### src/rtl/spart_pkg.sv
// Shared state encoding and baud divisor constants for the SPART configuration sequencer.
// Divisors assume a 100 MHz clock with 16x oversampling.
package spart_pkg;

  typedef enum logic [2:0] {
    IDLE,
    DRAIN,
    LOAD_HI,
    LOAD_LO,
    SETTLE,
    DONE
  } cfg_state_t;

  localparam logic [1:0] DEFAULT_SEL_C = 2'b01;

  // Entry 0 is the rightmost constant: 0=4800, 1=9600, 2=19200, 3=38400 baud.
  localparam logic [3:0][15:0] DIV_TABLE = {16'h00A3, 16'h0145, 16'h028B, 16'h0516};

  function automatic logic [15:0] div_lookup(input logic [1:0] sel);
    return DIV_TABLE[sel];
  endfunction

endpackage

### src/rtl/brg_cfg_timer.sv
// Loadable saturating down-counter with a zero flag, shared by the settle wait and drain timeout.
module brg_cfg_timer #(
  parameter int                WIDTH     = 16,
  parameter logic [WIDTH-1:0]  RESET_VAL = '0
) (
  input  logic             clk,
  input  logic             rst,
  input  logic             load,
  input  logic             en,
  input  logic [WIDTH-1:0] load_val,
  output logic             zero
);

  logic [WIDTH-1:0] count;

  // Load has priority; counting stops at zero so the flag holds until reloaded.
  always_ff @(posedge clk or posedge rst) begin
    if (rst) begin
      count <= RESET_VAL;
    end else if (load) begin
      count <= load_val;
    end else if (en && (count != '0)) begin
      count <= count - 1'b1;
    end
  end

  assign zero = (count == '0);

endmodule

### src/rtl/brg_cfg_seq.sv
// Baud-rate divisor load sequencer: drains the transmitter, then writes DBH and DBL in order.
// Optional drain timeout with sticky cfg_err is enabled by defining BRG_DRAIN_TIMEOUT_EN.
module brg_cfg_seq
  import spart_pkg::*;
#(
  parameter int         SETTLE_CYC  = 4,
  parameter logic [1:0] DEFAULT_SEL = DEFAULT_SEL_C,
  parameter int         DRAIN_MAX   = 65535
) (
  input  logic       clk,
  input  logic       rst,
  input  logic       cfg_req,
  input  logic [1:0] cfg_sel,
  input  logic       tx_busy,
  output logic       tx_hold,
  output logic       brg_load_high,
  output logic       brg_load_low,
  output logic [7:0] brg_data,
  output logic       cfg_busy,
  output logic       cfg_ack,
  output logic       brg_valid,
`ifdef BRG_DRAIN_TIMEOUT_EN
  output logic       cfg_err,
`endif
  output logic [1:0] cur_sel
);

  localparam logic [15:0] SETTLE_LOAD = 16'(SETTLE_CYC - 1);
  localparam logic [15:0] DRAIN_LOAD  = 16'(DRAIN_MAX - 1);

  cfg_state_t  state;
  logic [1:0]  pend_sel;
  logic [1:0]  seq_sel;
  logic        pend_flag;
  logic [15:0] div_word;

  logic        timer_load;
  logic        timer_en;
  logic [15:0] timer_val;
  logic        timer_zero;

  // Reset lands in DRAIN so the timer must already hold the drain budget.
  brg_cfg_timer #(
    .WIDTH     (16),
    .RESET_VAL (DRAIN_LOAD)
  ) u_timer (
    .clk      (clk),
    .rst      (rst),
    .load     (timer_load),
    .en       (timer_en),
    .load_val (timer_val),
    .zero     (timer_zero)
  );

  always_comb begin
    timer_load = 1'b0;
    timer_en   = 1'b0;
    timer_val  = SETTLE_LOAD;
    case (state)
      LOAD_LO: timer_load = 1'b1;
      SETTLE:  timer_en   = 1'b1;
`ifdef BRG_DRAIN_TIMEOUT_EN
      IDLE, DONE: begin
        timer_load = 1'b1;
        timer_val  = DRAIN_LOAD;
      end
      DRAIN:   timer_en   = tx_busy;
`endif
      default: ;
    endcase
  end

  // seq_sel is frozen at DRAIN entry; later requests only touch pend_sel/pend_flag.
  always_ff @(posedge clk or posedge rst) begin
    if (rst) begin
      state     <= DRAIN;
      pend_sel  <= DEFAULT_SEL;
      seq_sel   <= DEFAULT_SEL;
      pend_flag <= 1'b0;
      cur_sel   <= DEFAULT_SEL;
      brg_valid <= 1'b0;
`ifdef BRG_DRAIN_TIMEOUT_EN
      cfg_err   <= 1'b0;
`endif
    end else begin
      if (cfg_req && (state != IDLE) && (state != DONE)) begin
        pend_flag <= 1'b1;
        pend_sel  <= cfg_sel;
      end
      case (state)
        IDLE: begin
          if (cfg_req) begin
            pend_sel <= cfg_sel;
            seq_sel  <= cfg_sel;
            state    <= DRAIN;
          end
        end
        DRAIN: begin
          if (!tx_busy) begin
            state <= LOAD_HI;
          end
`ifdef BRG_DRAIN_TIMEOUT_EN
          else if (timer_zero) begin
            state   <= LOAD_HI;
            cfg_err <= 1'b1;
          end
`endif
        end
        LOAD_HI: state <= LOAD_LO;
        LOAD_LO: state <= SETTLE;
        SETTLE: begin
          if (timer_zero) begin
            state <= DONE;
          end
        end
        DONE: begin
          cur_sel   <= seq_sel;
          brg_valid <= 1'b1;
          if (cfg_req) begin
            pend_sel  <= cfg_sel;
            seq_sel   <= cfg_sel;
            pend_flag <= 1'b0;
            state     <= DRAIN;
          end else if (pend_flag) begin
            seq_sel   <= pend_sel;
            pend_flag <= 1'b0;
            state     <= DRAIN;
          end else begin
            state <= IDLE;
          end
        end
        default: state <= IDLE;
      endcase
    end
  end

  assign div_word      = div_lookup(seq_sel);
  assign tx_hold       = (state != IDLE);
  assign cfg_busy      = (state != IDLE);
  assign cfg_ack       = (state == DONE);
  assign brg_load_high = (state == LOAD_HI);
  assign brg_load_low  = (state == LOAD_LO);
  assign brg_data      = (state == LOAD_HI) ? div_word[15:8] :
                         (state == LOAD_LO) ? div_word[7:0]  : 8'h00;

endmodule

### config.mk
export PLATFORM = sky130hd
export DESIGN_NAME = brg_cfg_seq
export DESIGN_NICKNAME = d
export VERILOG_FILES = /design/src/rtl/spart_pkg.sv /design/src/rtl/brg_cfg_timer.sv /design/src/rtl/brg_cfg_seq.sv
export SDC_FILE = /design/constraint.sdc
export NUM_CORES = 1
export LEC_CHECK = 0
export BUFFER_PORTS_ARGS = -buffer_cell sky130_fd_sc_hd__buf_2
export CORE_MARGIN = 2
export CORE_UTILIZATION = 56
export DETAILED_ROUTE_END_ITERATION = 10
export PLACE_DENSITY = 0.81
export REMOVE_ABC_BUFFERS = 1
export SYNTH_ARGS = -nofsm -noshare
export SYNTH_HDL_FRONTEND = slang
export SYNTH_SLANG_ARGS = --single-unit
### constraint.sdc
create_clock -name clk -period 2.9 [get_ports clk]
set_clock_uncertainty 0.2 [all_clocks]
set_input_delay 0.145 -clock clk [delete_from_list [all_inputs] [get_ports clk]]
set_output_delay 0.145 -clock clk [all_outputs]
set_load 0.01 [all_outputs]
==> metrics.cfg <==
[route]
routed_wl_um = 3360
vias_per_cell = 6.14
route.detailed.wl_per_inst_um = 15.6
drc = 0
route.met2.wl_um = 1810
ant_nets = 0
drt-met1-wl_um = 1430
top_layer_used = met4
firstDrtPassIters = 5
dr.first_iter.drc_count = 50
vias = 1327
dr_wl_met3_um = 103

[floorplanning]
rows = 19
dieArea_um2 = 3210
core_um2 = 2690
fp.dieH_um = 56.6
ios = 22
start_util_pct = 57.7
die_w_um = 56.6

[timing]
slew_viol_final = 0
slew_headroom_pct = 35.2
period_needed_ps = 2450
rsz0062_at_grt = false
min_period_over_period_pct = 84.4
fmax_ghz = 0.409
hold_violations = 0
fin_setup_tns_ps = 0
setup_viol = 0
tightest_slew_ps = 970

[outcome]
status = completed

[critical_path]
crit_path_start_kind = register
r2r_end = u_timer.count[14]
worstReg2RegStart = u_timer.count[0]
worstSetupPathType = reg -> reg
crit_required_ps = 2960
ff2ff_setup_slack_ps = 450
crit_fanout = 12
crit_arrival_ps = 2500
end_kind = register
r2r_cells = 7

[global_route]
grt_max_degree = 28
grt_pass1_wl_um = 5910
grt-ovfl-total = 0
antenna_found_initial = 0
grt_pass1_vias = 1258
grt_use_total_pct = 22.9

[power]
p_leak_nw = 0.791
ir_drop_v = 0.000630
powerDensity_nw_per_um2 = 845
finalPower_mw = 1.48

[job]
maxCapViolCount = 0

[synthesis]
avgSynthCellArea_um2 = 9.63
synthCells = 161
synth-edff-count = 0
synth-seq-cells = 27
yosysSeqAreaShare_pct = 45.1
ys_types = 36
syn-cell-area_um2 = 1550
ys.flop_type = dfstp_2
yosysWarnings = 0
synthArstFlopShare_pct = 100

[clock_tree]
cts.sinks = 27
cts_buffer_depth = 2
cts_setup_buffers = 0
root_buffer = clkbuf_4
clock_latency_ps = 320
cts_htree_levels = 1
cts_hold_buffers = 7
clk_pin_slew_ps = 150
cts_buffers = 3
cts_resized = 0
cts_tree = built

[min_path]
hp-start = brg_valid
holdPathEnd = brg_valid
holdPathStages = 1
hp-class = reg -> reg

[layout]
nets = 193
drive_gt1_share_pct = 27.6
antenna_cells = 0
fillCellCount = 225
syn_to_final_growth_pct = 12.8

[placed_design]
dp_hpwl_um = 2350
io_buffers = 21
place_congestion = 0.874

## how the worst max path moves through the flow
stage	startpoint	end
3_3_place_gp	u_timer.count[0]	u_timer.count[12]
4_1_cts	u_timer.count[0]	u_timer.count[14]
5_1_grt	u_timer.count[0]	u_timer.count[14]
2_1_floorplan	u_timer.count[0]	u_timer.count[10]
6_report	u_timer.count[0]	u_timer.count[14]
3_5_place_dp	u_timer.count[13]	u_timer.count[0]
## power by group
part	internal, mW	switching [mW]
registers	0.526	0.142
clock network	0.0516	0.112
logic	0.240	0.405
total	0.818	0.659
## synthesized netlist by cell type, drive strengths merged, types with 3 or more instances
library cell	n	area [µm²]
nand2	14	52.6
dfrtp	8	200
nand2b	4	25.0
inv	7	26.3
nor4	4	25.0
clkbuf	5	18.8
nor2	13	48.8
o21ai	10	50.1
mux2i	14	140
buf	4	31.3
dfstp	19	499
a21oi	9	45.0
or4	4	30.0
o31ai	4	30.0
or3	7	53.8
nor3	8	40.0
o211ai	3	22.5
or4b	6	60.1
## per-stage QoR
| stage | std cells | instance area (µm²) | utilization (%) | worst slack (ps) | hold WS [ps] |
|---|---|---|---|---|---|
| floorplan | 152 | 1500 | - | 443 | -16.4 |
| global placement | 205 | 1650 | 61.5 | 565 | 206 |
| detailed placement | 205 | 1650 | 61.5 | 479 | 219 |
| CTS | 216 | 1750 | 65.1 | 443 | 299 |
| global route | 216 | 1750 | 65.1 | 251 | 315 |
| finish | 216 | 1750 | 65.1 | 453 | 295 |
## cells in the final DEF (no fill, tap or decap), types with 3 or more instances in the layout
cell / netlist / layout
buf_2: 1 / 21
dfstp_2: 19 / 19
nand2_1: 14 / 14
mux2i_1: 14 / 14
nor2_1: 13 / 13
a21oi_1: 9 / 9
nor3_1: 8 / 8
dfrtp_1: 8 / 8
inv_1: 7 / 7
dlygate4sd3_1: 0 / 7
or4b_1: 6 / 6
o21ai_0: 6 / 6
or3_1: 5 / 5
nand2b_1: 4 / 4
or4_1: 4 / 4
nor4_1: 4 / 4
o31ai_1: 4 / 4
o21ai_1: 4 / 4
o211ai_1: 3 / 3
clkbuf_4: 0 / 3
## cells by family after synthesis
logic type      synth area share [%]
compound gates                  12.7
fa+ha+maj                       1.45
buf+inv                         5.17
flops                           45.1
mux                             10.5
simple gates                    25.1
## state kept, by name, indices dropped and copies added, names as in the netlist
name and flops:
brg_valid 1, pend_flag 1, seq_sel 2, pend_sel 2, state 3, u_timer.count 16, cur_sel 2
## worst max-delay path, stage by stage, from the launching register on
cell	delay (ps)
dfrtp_1	450
inv_1	70
ha_1	160
or4b_1	450
buf_4	190
nor4_1	220
or4b_1	470
a21oi_1	170
## per-layer routing
metal	vias up	global-route usage [%]
met5	-	0
met4	0	7.48
met3	4	2.53
met2	33	39.7
met1	654	29.8
li1	636	-
## layout make-up
class	count	area (µm²)	area share [%]
clock buffer	3	22.5	1.29
multi-input combinational	117	771	44.1
timing repair buffer	29	183	10.4
tap	31	38.8	2.22
clock inverter	1	5.00	0.286
sequential	27	699	40.0
inverter	8	30.0	1.72
No activity file was read; power rests on OpenSTA's default activity.
